## src/rtl/mul_pipe_ctrl.sv

```systemverilog
// Sequencer for the two-stage integer multiplier: owns the mul_0/mul_1 pipeline
// registers, handles writeback back-pressure and flush, and reports in-flight rd tags.
module mul_pipe_ctrl #(
   parameter int RD_W    = 5,
   parameter int PP_W    = 36,
   parameter bit DROP_R0 = 1'b1
) (
   input  logic            clk,
   input  logic            rst,
   input  logic            flush,
   input  logic            in_valid,
   output logic            in_ready,
   input  logic [RD_W-1:0] in_rd,
   input  logic            in_sel,
   input  logic            in_usign,
   input  logic [31:0]     in_sr0,
   input  logic [31:0]     in_sr1,
   output logic            m0_en,
   output logic [RD_W-1:0] m0_rd,
   output logic            m0_sel,
   output logic            m0_usign,
   output logic [31:0]     m0_sr0,
   output logic [31:0]     m0_sr1,
   input  logic [PP_W-1:0] m0_rs0,
   input  logic [PP_W-1:0] m0_rs1,
   input  logic [PP_W-1:0] m0_rs2,
   input  logic [PP_W-1:0] m0_rs3,
   output logic            m1_en,
   output logic [RD_W-1:0] m1_rd,
   output logic            m1_sel,
   output logic [PP_W-1:0] m1_sr0,
   output logic [PP_W-1:0] m1_sr1,
   output logic [PP_W-1:0] m1_sr2,
   output logic [PP_W-1:0] m1_sr3,
   input  logic [31:0]     m1_result,
   output logic            wb_valid,
   input  logic            wb_ready,
   output logic [RD_W-1:0] wb_rd,
   output logic [31:0]     wb_data,
   output logic            s0_busy,
   output logic [RD_W-1:0] s0_rd,
   output logic            s1_busy,
   output logic [RD_W-1:0] s1_rd
);

   typedef struct packed {
      logic            v;
      logic [RD_W-1:0] rd;
      logic            sel;
      logic            usign;
      logic [31:0]     sr0;
      logic [31:0]     sr1;
   } s0_t;

   typedef struct packed {
      logic            v;
      logic [RD_W-1:0] rd;
      logic            sel;
      logic [PP_W-1:0] rs0;
      logic [PP_W-1:0] rs1;
      logic [PP_W-1:0] rs2;
      logic [PP_W-1:0] rs3;
   } s1_t;

   s0_t  s0_q;
   s1_t  s1_q;
   logic drop1;
   logic wb_fire;
   logic s1_free;
   logic s0_mv;
   logic accept;

   // NOTE: every signal written here gets a value on every path, so no latch is inferred.
   always_comb begin
      drop1    = DROP_R0 && (s1_q.rd == '0);
      wb_fire  = s1_q.v && (wb_ready || drop1);
      s1_free  = !s1_q.v || wb_fire;
      s0_mv    = s0_q.v && s1_free;
      in_ready = !flush && (!s0_q.v || s0_mv);
      accept   = in_valid && in_ready;
   end

   // NOTE: data/tag registers are reset too, so tag outputs read as zero straight after reset.
   always_ff @(posedge clk) begin
      if (rst) begin
         s0_q <= '0;
         s1_q <= '0;
      end else if (flush) begin
         // Flush only kills the valids; payload registers keep their contents.
         s0_q.v <= 1'b0;
         s1_q.v <= 1'b0;
      end else begin
         // NOTE: non-blocking assignments let S1 capture the old S0 while S0 loads new input in the same edge.
         if (s0_mv)
            s1_q <= {1'b1, s0_q.rd, s0_q.sel, m0_rs0, m0_rs1, m0_rs2, m0_rs3};
         else if (wb_fire)
            s1_q.v <= 1'b0;

         if (accept)
            s0_q <= {1'b1, in_rd, in_sel, in_usign, in_sr0, in_sr1};
         else if (s0_mv)
            s0_q.v <= 1'b0;
      end
   end

   assign m0_en    = s0_q.v;
   assign m0_rd    = s0_q.rd;
   assign m0_sel   = s0_q.sel;
   assign m0_usign = s0_q.usign;
   assign m0_sr0   = s0_q.sr0;
   assign m0_sr1   = s0_q.sr1;

   assign m1_en    = s1_q.v;
   assign m1_rd    = s1_q.rd;
   assign m1_sel   = s1_q.sel;
   assign m1_sr0   = s1_q.rs0;
   assign m1_sr1   = s1_q.rs1;
   assign m1_sr2   = s1_q.rs2;
   assign m1_sr3   = s1_q.rs3;

   // Dropped rd==0 ops neither write back nor count as a hazard.
   assign wb_valid = s1_q.v && !drop1;
   assign wb_rd    = s1_q.rd;
   assign wb_data  = m1_result;

   assign s0_busy  = s0_q.v;
   assign s0_rd    = s0_q.rd;
   assign s1_busy  = s1_q.v && !drop1;
   assign s1_rd    = s1_q.rd;

endmodule

```

## config.mk

```make
export PLATFORM = sky130hd
export DESIGN_NAME = mul_pipe_ctrl
export DESIGN_NICKNAME = d
export VERILOG_FILES = /design/src/rtl/mul_pipe_ctrl.sv
export SDC_FILE = /design/constraint.sdc
export NUM_CORES = 1
export LEC_CHECK = 0
export BUFFER_PORTS_ARGS = -buffer_cell sky130_fd_sc_hd__clkbuf_2
export CORE_AREA = 3 3 201 203
export DETAILED_ROUTE_END_ITERATION = 7
export DIE_AREA = 0 0 204 206
export SYNTH_ARGS = -nofsm -noshare
export SYNTH_HDL_FRONTEND = slang
export SYNTH_SLANG_ARGS = --single-unit
```

## constraint.sdc

```tcl
create_clock -name clk -period 1.42 [get_ports clk]
set_input_delay 0.142 -clock clk [delete_from_list [all_inputs] [get_ports clk]]
set_output_delay 0.142 -clock clk [all_outputs]
set_load 0.01 [all_outputs]
```

==> metrics, run 1 <==
final setup margin -0.3157 ns; via count of the first global-routing pass about 9,600; startpoint kind of the worst setup timing path flop; worst ir drop on vdd between 700 and 800 uV; clock tree from TritonCTS done; Internal 12.11 mW; number of buffer and inverter stages on the critical path 2; area added between synthesis and finish 98.63%; type of the setup path with the least slack flop to output pin; Die Y-Extent about 210 um; Yosys top cell area share 50.38%; FF-to-FF setup slack -0.31 ns; number of CTS-inserted buffers 25; Worst path max stage delay 0.33 ns; sequential area share after synthesis 50.38%; number of design rule violations left after detail routing 0; hold slack 0.01340 ns; first-pass GRT wire length 51,970 um; clk_skew 0.02094 ns; launching instance or port of the critical path m1_rd[1]; DR WL/cell 18.30 um; Mapped Area 0.008861 mm^2; f_max 576.1 MHz; final number of max-transition violations 0; min Tclk post-route about 1.7 ns; largest net degree at the start of global routing 58; via count 10,050; cell row count 72; top cell family by delay on the critical path flip-flops; io pins 526; clock power share 40.6%; logic gate share of total power 18.7%; most area-consuming cells after synthesis sky130_fd_sc_hd__dfxtp_1, sky130_fd_sc_hd__nand2_1, sky130_fd_sc_hd__nand2b_1, sky130_fd_sc_hd__a21oi_1, sky130_fd_sc_hd__mux2i_1; Crit path required time 1.28 ns; launch instance of the worst register-to-register path m1_rd[1]; class of the most critical hold timing path input pin to flop; antenna violations before repair 2; Via-to-Cell Ratio between 4 and 5; detailed router's first-iteration violation count 536; synthesized instance count 1,024; Static Leakage 8.023 nW; Clock transition at path regs 0.06 ns; Hold Vio Cnt, Final 0; outcome finished, violations left; endpoint type of the worst setup path output pin; Worst-Skew Late Latency 0.54 ns; area of the die 0.04202 mm^2; last weighted congestion value of the routability-driven placer 0.8557; CP dominant cell by count sky130_fd_sc_hd__a21oi_2; Flop pwr share 40.6%; number of maximum-capacitance violations 0; first-pass iteration count of the detailed router 4; total number of yosys warnings 0; fillers between 3,000 and 4,000; net switching power of the design 4.357 mW; cell area reported after detailed placement 0.01171 mm^2; Finished Cell Area 0.01760 mm^2; violations in the final reports negative setup slack; total track usage 15.47%; largest fanout of any net on the critical path 2; cells along the critical path nor3_4, a21oi_2, buf_4, a21oi_2, buf_2; RSZ-0062 raised after global routing true; ANT nets after route 0; port buffer count 461; actual slew at the worst max-slew pin 0.2901 ns; sum of routed wire length over all layers ~41,000 um; library cell occupying the most area in the post-synthesis netlist sky130_fd_sc_hd__dfxtp_1; Final nets 1,976; clock tree buffer depth 3; sinks on the clock net around 220; Seq cells post-synth 223; Critical Path Slowest Stage Cell sky130_fd_sc_hd__dfxtp_2; cell area power density just over 900 mW/mm^2; Worst Min Path Start flush; core region area 0.03865 mm^2; ratio of final minimum period to clock period 122.2%; fraction of layout instances using a drive strength above 1 54.05%; Synth Net Count 1,276; die span in x 204 um; final number of setup-violating endpoints 224; arrival time of data at the critical path endpoint 1.59 ns; Avg Cell Area, Syn 8.653 um^2; Cell variety after synth 17; Root Driver sky130_fd_sc_hd__clkbuf_16; number of H-tree levels 1; Post-DP HPWL 21,570 um; fraction of power spent switching nets 26.46%; starting utilization of the core area 22.93%; global route total overflow 0; Slew headroom 80.64%
==> metal layers <==
metal / GRT usage, % / wire (um) / part of all wire, %
met1: 17.60 / 15610 / 38
met2: 27.89 / 21050 / 51
met3: 3.103 / 2612 / 6.3
met4: 7.201 / 2105 / 5.1
met5: 0 / 0 / 0
==> state kept, by name, indices dropped and copies added (netlist names), 5 cells and up <==
signal / cells
m1_sr3: 36
m1_rd: 5
m1_sr2: 36
m1_sr0: 36
m0_sr1: 32
m0_rd: 5
m0_sr0: 32
m1_sr1: 36
==> tightest hold or removal path: cells and delay by family <==
family                 cells  cell delay (ns)
AND/OR/NAND/NOR            1             0.04
buffers and inverters      2             0.31
==> layout by cell type, fill, tap and decap left out, types with 2 or more instances in the layout <==
cell                            instances
sky130_fd_sc_hd__clkbuf_2             458
sky130_fd_sc_hd__dlygate4sd3_1        223
sky130_fd_sc_hd__dfxtp_1              217
sky130_fd_sc_hd__nand2b_1             144
sky130_fd_sc_hd__a21oi_2              143
sky130_fd_sc_hd__nand2_4              130
sky130_fd_sc_hd__nand2_1              126
sky130_fd_sc_hd__mux2i_1               70
sky130_fd_sc_hd__nand2_2               43
sky130_fd_sc_hd__clkbuf_16             38
sky130_fd_sc_hd__buf_12                33
sky130_fd_sc_hd__buf_4                 28
sky130_fd_sc_hd__buf_6                 14
sky130_fd_sc_hd__buf_8                 14
sky130_fd_sc_hd__a21oi_1               10
sky130_fd_sc_hd__buf_16                10
sky130_fd_sc_hd__clkbuf_1               6
sky130_fd_sc_hd__dfxtp_2                6
sky130_fd_sc_hd__clkinv_2               5
sky130_fd_sc_hd__clkbuf_8               4
sky130_fd_sc_hd__bufinv_16              3
sky130_fd_sc_hd__diode_2                2
sky130_fd_sc_hd__nor3_1                 2
sky130_fd_sc_hd__buf_2                  2
==> path summary, 6_finish.rpt <==
path                                   end  cells past startpoint
worst min register to register   m1_sr3[4]                      2
worst max register to register  m1_sr1[24]                      9
worst min-delay path                 m0_en                      3
worst max-delay path              in_ready                      5
==> Yosys cell counts <==
library cell / count
sky130_fd_sc_hd__nor3_1: 2
sky130_fd_sc_hd__nand2_1: 300
sky130_fd_sc_hd__nor2b_1: 1
sky130_fd_sc_hd__dfxtp_1: 223
sky130_fd_sc_hd__nor4b_4: 1
sky130_fd_sc_hd__a21boi_0: 1
sky130_fd_sc_hd__a22oi_2: 1
sky130_fd_sc_hd__buf_6: 18
sky130_fd_sc_hd__nor3_2: 1
sky130_fd_sc_hd__buf_2: 17
sky130_fd_sc_hd__nor2_1: 2
sky130_fd_sc_hd__mux2i_1: 71
sky130_fd_sc_hd__buf_4: 50
sky130_fd_sc_hd__a21oi_1: 154
sky130_fd_sc_hd__clkbuf_1: 37
sky130_fd_sc_hd__a22o_1: 1
sky130_fd_sc_hd__nand2b_1: 144
==> power groups by stage <==
stage	logic (mW)	clock network (mW)	registers [mW]
after global routing	3.26	7.07	6.71
after floorplan	0.804	0	6.90
final	3.08	6.69	6.69
after detailed placement	1.68	0	6.80
after global placement	1.67	0	6.79
after CTS	2.45	6.78	6.66
==> logic make-up (layout without fill, tap and decap cells) <==
logic type | after synthesis | in the layout | share of synthesized area (%)
and+or+nand+nor | 451 | 451 | 23.52
DFF | 223 | 223 | 50.38
AOI/OAI and AO/OA | 157 | 157 | 9.023
buffers and inverters | 122 | 839 | 9.051
muxes | 71 | 71 | 8.020
other | 0 | 2 | 0
==> stage by stage <==
stage | power [mW] | utilization (%) | setup TNS, ns | cells | worst slack [ns]
floorplan | 7.709 | - | -0.04468 | 1024 | -0.01117
global placement | 8.465 | 30.29 | -5.178 | 1939 | -0.06742
detailed placement | 8.483 | 30.29 | -11.81 | 1939 | -0.1227
CTS | 15.89 | 40.01 | -47.83 | 2236 | -0.3420
global route | 17.04 | 45.54 | -64.05 | 2261 | -0.3943
finish | 16.46 | 45.54 | -44.84 | 2261 | -0.3157
==> area by class of cell <==
cell class | instances | area [um^2] | area share [%]
clock inverter | 9 | 123.9 | 0.7038
timing repair buffer | 795 | 6374 | 36.21
multi-input combinational | 679 | 5275 | 29.97
antenna | 2 | 5.005 | 0.02844
tap | 518 | 648.1 | 3.682
clock buffer | 35 | 703.2 | 3.995
sequential | 223 | 4472 | 25.41
==> timing repair <==
action	4_1_cts	5_1_grt
setup buffers	17	21
gates resized for setup	36	505
hold endpoints to repair	216	0
endpoints found under the setup margin	222	224
hold buffers	223	0
gates cloned	13	15
pin swaps	7	275
(Power assumes the default switching activity.)
==> run 2, diff against run 1 <==
ABC_AREA = 1   (was unset)
SLEW_MARGIN = 20   (was unset)
==> run 2 against run 1 <==
  * The flow still finishes with violations (negative setup slack)
  * Global-route usage up 1.6 points
  * Setup slack better by 0.051 ns
  * Area after synthesis up 8.6%
  * Combinational power down 26%
  * Cell count up 12%
  * Die area unchanged
  * Routed wire length up 3.5%
  * Final area down 4.4%
  * Clock power down 3.7%
  * Clock-buffer cell count down 1
  * Non-clock buffer count down 14
  * Utilization down 2.0 points
  * Critical path type unchanged
  * Critical endpoint unchanged
==> metrics, run 2 <==
outcome finished, violations left; violations in the final reports negative setup slack; Worst-Skew Late Latency 0.53 ns (about the same); first-pass GRT wire length 58,100 um (+12%); starting utilization of the core area 24.90% (+2.0 points); area of the die 0.04202 mm^2 (unchanged); cells on worst reg2reg path 10 (+1); Crit path required time 1.28 ns (about the same); core region area 0.03865 mm^2 (unchanged); cell area power density 909.3 mW/mm^2 (-2.8%); count of flip-flops with a built-in enable after synthesis 0 (unchanged); antenna violations before repair 1 (-1); library cell occupying the most area in the post-synthesis netlist sky130_fd_sc_hd__dfxtp_1; fillers 3,685 (+10%); class of the most critical hold timing path input pin to flop; Synth Net Count 1,595 (+25%); largest net degree at the start of global routing 73 (+26%); cell area reported after detailed placement 0.01225 mm^2 (+4.7%); final number of setup-violating endpoints 225 (+0.45%); Static Leakage 8.111 nW (+1.1%); dominant synthesized flop cell sky130_fd_sc_hd__dfxtp_1; final number of max-transition violations 0 (unchanged); Via-to-Cell Ratio 4.562 (+2.7%); ratio of final minimum period to clock period 118.6% (-3.6 points); number of H-tree levels 1 (unchanged); hold-critical path depth 5 (+2); number of maximum-capacitance violations 0 (unchanged); Slew headroom 75.16% (-5.5 points); sum of routed wire length over all layers 42,830 um (+3.5%); launching instance or port of the critical path m1_rd[1]; actual slew at the worst max-slew pin 0.3726 ns (+0.08257 ns); endpoint type of the worst setup path output pin; synthesized instance count 1,343 (+31%); fraction of layout instances using a drive strength above 1 36.26% (-18 points); area added between synthesis and finish 74.85%; Finished Cell Area 0.01682 mm^2 (-4.4%); f_max 593.7 MHz (+3.0%); Critical Path Slowest Stage Cell sky130_fd_sc_hd__dfxtp_2; Layout Cells excl Fill 2,535 (+12%); min Tclk post-route 1.684 ns (-0.05133 ns); compound-cell area share of the yosys netlist 7.906% (-1.1 points); number of buffer and inverter stages on the critical path 3 (+1); total number of yosys warnings 0 (unchanged); leading cell type by number of instances after synthesis sky130_fd_sc_hd__nand2_1; startpoint kind of the worst setup timing path flop; detailed router's first-iteration violation count 849 (+58%); top cell family by delay on the critical path simple AND/OR/NAND/NOR gates; clk_skew 0.01396 ns (-0.006977 ns); die span in x 204 um (unchanged); number of design rule violations left after detail routing 0 (unchanged); share of flip-flops with an asynchronous set or reset after synthesis 0% (unchanged); Post-DP HPWL 24,360 um (+13%); RSZ-0062 raised after global routing true; Worst Min Path Start in_sr0[7]; final setup margin -0.2644 ns (+0.05133 ns); Die Y-Extent 206 um (unchanged); type of the setup path with the least slack flop to output pin; Worst path max stage delay 0.33 ns (about the same); Avg Cell Area, Syn 7.164 um^2 (-17%); area fraction in and, or, nand and nor cells after synthesis 27.53% (+4.0 points); global route total overflow 0 (unchanged); cell row count 72 (unchanged); io pins 526 (unchanged); CP dominant cell by count sky130_fd_sc_hd__nand3_4; share of cell area taken by muxes after synthesis 0% (-8.0 points); Cell variety after synth 17 (unchanged); sequential area share after synthesis 46.40% (-4.0 points); port buffer count 461 (unchanged); most area-consuming cells after synthesis sky130_fd_sc_hd__dfxtp_1, sky130_fd_sc_hd__nand2_1, sky130_fd_sc_hd__inv_1, sky130_fd_sc_hd__a21oi_1, sky130_fd_sc_hd__nand3_1; Final nets 2,252 (+14%); Root Driver sky130_fd_sc_hd__clkbuf_16; Power, Total 15.30 mW (-7.1%); Seq cells post-synth 223 (unchanged); total placed cells including tap cells 2,218 (+14%); Mapped Area 0.009622 mm^2 (+8.6%); leading post-synthesis cells by instance count sky130_fd_sc_hd__nand2_1, sky130_fd_sc_hd__dfxtp_1, sky130_fd_sc_hd__inv_1, sky130_fd_sc_hd__a21oi_1, sky130_fd_sc_hd__nand3_1; cells along the critical path nor2_4, nand3_4, nand3_4, buf_12, nand2_4, inv_2, buf_6; Critical Path Stages 7 (+2); clock tree buffer depth 3 (unchanged); Adder-Cell Fraction of Synth Area 0% (unchanged); clock tree from TritonCTS done; arrival time of data at the critical path endpoint 1.54 ns (-0.05 ns); Clock transition at path regs 0.06 ns (about the same); Hold Vio Cnt, Final 0 (unchanged); sinks on the clock net 223 (unchanged); DR WL/cell 16.90 um (-7.7%); last weighted congestion value of the routability-driven placer 0.7989 (-6.6%); first-pass iteration count of the detailed router 5 (+1); Yosys top cell area share 46.40% (-4.0 points); largest fanout of any net on the critical path 3 (+1); Post-Synth XOR/XNOR Area 0% (unchanged); most common cell after layout, fill and taps aside sky130_fd_sc_hd__clkbuf_2; Setup Total Neg Slack -41.33 ns (+3.508 ns); most used cells in the layout excluding fill and tap cells sky130_fd_sc_hd__clkbuf_2, sky130_fd_sc_hd__nand2_1, sky130_fd_sc_hd__dfxtp_1; total track usage 17.06% (+1.6 points); ANT nets after route 0 (unchanged); worst ir drop on vdd 701.3 uV (-8.5%); main combinational cell family by area after synthesis simple AND/OR/NAND/NOR gates; launch instance of the worst register-to-register path m1_rd[1]; number of CTS-inserted buffers 25 (unchanged); via count of the first global-routing pass 10,760 (+12%); via count 11,570 (+15%); share of the core filled with cells in the final layout 43.53% (-2.0 points)
## run 2: cell count changes in the layout (fill, tap and decap cells not counted), moves of 9 or more
cell,change
sky130_fd_sc_hd__nand3_1,+145
sky130_fd_sc_hd__nand4_1,+71
sky130_fd_sc_hd__nand2_2,-23
sky130_fd_sc_hd__inv_2,+36
sky130_fd_sc_hd__mux2i_1,-70
sky130_fd_sc_hd__inv_1,+183
sky130_fd_sc_hd__nand2b_1,-144
sky130_fd_sc_hd__a21oi_2,-132
sky130_fd_sc_hd__a21oi_1,+131
sky130_fd_sc_hd__dlygate4sd3_1,-9
sky130_fd_sc_hd__buf_12,-10
sky130_fd_sc_hd__nor2_1,+62
sky130_fd_sc_hd__nand2_1,+120
sky130_fd_sc_hd__nand2_4,-101
## run 2: routing by layer
metal / track usage (%) / vias up / wire length (um)
met4: 6.316 / 0 / 1430
met1: 20.05 / 5304 / 16700
li1: - / 5493 / -
met5: 0 / - / 0
met3: 4.631 / 109 / 3763
met2: 29.83 / 659 / 20940
## run 2: cell families after synthesis
kind of cell,count (synthesis)
flip-flops,223
AND/OR/NAND/NOR,596
buffers and inverters,372
AO/OA/AOI/OAI,152
## run 2: final cells by class
| cell class | instances | area (um^2) | area share, % |
|---|---|---|---|
| inverter | 220 | 828.3 | 4.923 |
| timing repair buffer | 781 | 6231 | 37.04 |
| multi-input combinational | 749 | 3841 | 22.83 |
| sequential | 223 | 4472 | 26.58 |
| tap | 518 | 648.1 | 3.852 |
| antenna | 1 | 2.502 | 0.01487 |
| clock inverter | 9 | 101.3 | 0.6024 |
| clock buffer | 34 | 699.4 | 4.157 |
## run 2: worst paths after layout
| path | to | slack (ns) |
|---|---|---|
| max | in_ready | -0.26 |
| min | m0_sr0[7] | 0.03 |
| max reg2reg | m1_sr0[17] | -0.24 |
| min reg2reg | m1_sr2[34] | 0.46 |
## run 2: repair_timing
action                     in CTS  in global routing
hold endpoints to repair      214                  0
cloned                          9                 23
gates resized for setup        28                178
setup endpoints to repair     226                231
pin swaps                       7                 71
buffers inserted               16                 17
hold buffers                  214                  0
## run 2: where the power goes
group          internal (mW)  total (mW)  switching, mW
Sequential              6.45        6.58          0.125
Clock                   3.79        6.44           2.64
Combinational           1.18        2.28           1.10
## run 2: stage by stage
| stage | hold slack (ns) | setup slack [ns] |
|---|---|---|
| after floorplan | 0.3064 | 0.07038 |
| after global placement | 0.2841 | -0.08619 |
| after detailed placement | 0.2841 | -0.1134 |
| after CTS | 0.001961 | -0.3236 |
| after global routing | 0.04551 | -0.3595 |
| final | 0.03370 | -0.2644 |
## run 2: worst register-to-register path: stages, from the launching register on
cell	delay, ns
sky130_fd_sc_hd__dfxtp_2	0.33
sky130_fd_sc_hd__nor2_4	0.13
sky130_fd_sc_hd__nand3_4	0.12
sky130_fd_sc_hd__buf_4	0.16
sky130_fd_sc_hd__buf_6	0.13
sky130_fd_sc_hd__nand2_8	0.10
sky130_fd_sc_hd__nand2_8	0.10
sky130_fd_sc_hd__buf_12	0.16
sky130_fd_sc_hd__clkbuf_16	0.18
sky130_fd_sc_hd__nand2_1	0.07
sky130_fd_sc_hd__a21oi_1	0.06
==> run 3, diff against run 2 <==
CTS_BUF_LIST = sky130_fd_sc_hd__clkbuf_16   (was unset)
==> run 3 against run 2 <==
  * The run still ends with negative setup slack left
  * First-iteration DRC count decreased by 6.1%
  * Global-route usage increased by 0.17 points
  * Clock-buffer cell count decreased by 9
  * Highest routed layer unchanged
  * Critical endpoint unchanged
==> metrics, run 3 (synthesis gave the netlist of run 2 again) <==
area of the die 0.04202 mm^2 (unchanged); core region area 0.03865 mm^2 (unchanged); violations in the final reports negative setup slack; via count of the first global-routing pass 10,840 (+0.76%); DR WL/cell 17.01 um (+0.65%); arrival time of data at the critical path endpoint 1.54 ns (about the same); Via-to-Cell Ratio 4.543 (-0.42%); ANT nets after route 0 (unchanged); final number of setup-violating endpoints 225 (unchanged); Worst-Skew Late Latency 0.53 ns (about the same); min Tclk post-route 1.683 ns (-0.001350 ns); detailed router's first-iteration violation count 797 (-6.1%); die span in x 204 um (unchanged); Critical Path Slowest Stage Cell sky130_fd_sc_hd__dfxtp_2; first-pass GRT wire length 58,550 um (+0.76%); via count 11,500 (-0.58%); startpoint kind of the worst setup timing path flop; clk_skew 0.01341 ns (-0.0005472 ns); io pins 526 (unchanged); Crit path required time 1.28 ns (about the same); FF-to-FF setup slack -0.24 ns (about the same); fraction of layout instances using a drive strength above 1 38.87% (+2.6 points); starting utilization of the core area 24.90% (unchanged); actual slew at the worst max-slew pin 0.3728 ns (+0.0002091 ns); CP dominant cell by count sky130_fd_sc_hd__nand3_4; number of maximum-capacitance violations 0 (unchanged); f_max 594.2 MHz (about the same); Hold Vio Cnt, Final 0 (unchanged); met2 Track Usage GR 30.40% (+0.57 points); met3 track utilization from global routing 4.678% (+0.047 points); RSZ-0062 raised after global routing true; last weighted congestion value of the routability-driven placer 0.7989 (unchanged); ratio of final minimum period to clock period 118.5% (about the same); final setup margin -0.2630 ns (+0.001350 ns); clock tree from TritonCTS done; type of the setup path with the least slack flop to output pin; Worst path max stage delay 0.33 ns (about the same); clock tree buffer depth 3 (unchanged); antenna violations before repair 1 (unchanged); Layout Cells excl Fill 2,531 (-0.16%); outcome finished, violations left; Die Y-Extent 206 um (unchanged); endpoint type of the worst setup path output pin; cell area power density 889.3 mW/mm^2 (-2.2%); global route total overflow 0 (unchanged); Slew headroom 75.15% (about the same); sinks on the clock net 223 (unchanged); final number of max-transition violations 0 (unchanged); cell row count 72 (unchanged); Static Leakage 8.126 nW (+0.18%); area added between synthesis and finish 76.59%; total placed cells including tap cells 2,218 (unchanged); pre-CTS worst setup slack -0.1134 ns (unchanged); most used cells in the layout excluding fill and tap cells sky130_fd_sc_hd__clkbuf_2, sky130_fd_sc_hd__nand2_1, sky130_fd_sc_hd__dlygate4sd3_1, sky130_fd_sc_hd__dfxtp_1, sky130_fd_sc_hd__inv_1; number of CTS-inserted buffers 25 (unchanged); number of buffer and inverter stages on the critical path 3 (unchanged); port buffer count 461 (unchanged); launch instance of the worst register-to-register path m1_rd[1]; largest fanout of any net on the critical path 3 (unchanged); Final nets 2,248 (-0.18%); sink of the worst hold path m0_sr0[7]; number of H-tree levels 1 (unchanged); most common cell after layout, fill and taps aside sky130_fd_sc_hd__clkbuf_2; first-pass iteration count of the detailed router 6 (+1); Worst Min Path Start in_sr0[7]; cells on worst reg2reg path 10 (unchanged); hold-critical path depth 5 (unchanged); Clock transition at path regs 0.06 ns (about the same); total track usage 17.24% (+0.17 points); top cell family by delay on the critical path simple AND/OR/NAND/NOR gates; Top Usage Layer GRT met2; class of the most critical hold timing path input pin to flop; worst ir drop on vdd 690.4 uV (-1.6%); Power, Total 15.11 mW (-1.2%); Root Driver sky130_fd_sc_hd__clkbuf_16; sum of routed wire length over all layers 43,040 um (+0.49%); number of design rule violations left after detail routing 0 (unchanged); largest net degree at the start of global routing 73 (unchanged); Post-DP HPWL 24,360 um (unchanged); fraction of met1 tracks used by global routing 20.06% (about the same); capture instance of the worst register-to-register path m1_sr1[16]; cells along the critical path nor2_4, nand3_4, nand3_4, buf_12, nand2_4, inv_2, buf_6
## run 3: changes by cell type in the layout (fill, tap and decap cells not counted), sizes merged
cell	before	now
buf	91	88
nand2	298	297
clkbuf	509	500
clkinv	5	9
inv	221	226
## run 3: power breakdown
part,leakage [nW],switching [mW],internal (mW)
logic,5.91,1.15,1.21
registers,1.82,0.126,6.45
clock network,0.393,2.64,3.54
total,8.13,3.91,11.2
## run 3: worst max path at each step
| stage | start | to | slack [ns] | cells after the start |
|---|---|---|---|---|
| final | m1_rd[1] | in_ready | -0.26 | 7 |
| after global routing | m1_rd[1] | in_ready | -0.36 | 7 |
| after CTS | m1_rd[2] | in_ready | -0.32 | 7 |
| after detailed placement | m1_rd[1] | m1_sr3[32] | -0.11 | 7 |
| after global placement | m1_rd[1] | m1_sr1[7] | -0.09 | 6 |
| after floorplan | m1_rd[1] | m1_rd[1] | 0.07 | 8 |
## run 3: metal layers
layer	wire, um	vias to the layer above
li1	-	5476
met1	16590	5273
met2	21040	637
met3	3823	112
met4	1592	0
met5	0	-
## run 3: worst min-delay path, delay by kind of cell
kind,cells,cell delay [ns]
buffers and inverters,2,0.12
and+or+nand+nor,3,0.26
## run 3: layout make-up
type	count	area, um^2
clock inverters	18	135.1
repair buffers	778	6220
well taps	518	648.1
fillers	3656	21660
multi-input cells	748	4056
diodes	1	2.502
clock buffers	25	625.6
inverters	220	828.3
flip-flops and latches	223	4476
## run 3: stage by stage
step | hold slack, ns | area, um^2 | TNS, ns | util (%)
after global routing | 0.04241 | 16990 | -58.97 | 43.97
after detailed placement | 0.2841 | 12250 | -15.12 | 31.70
after CTS | 0.001951 | 15780 | -34.32 | 40.84
after floorplan | 0.3064 | 9622 | 0 | -
final | 0.02913 | 16990 | -37.45 | 43.97
after global placement | 0.2841 | 12250 | -9.235 | 31.70
## run 3: repair_timing
item,in CTS,in global routing
hold endpoints to repair,214,0
buffers inserted,19,10
gates cloned,11,22
hold buffers,214,0
resized for setup,34,256
endpoints found under the setup margin,226,230
pin swaps,6,151
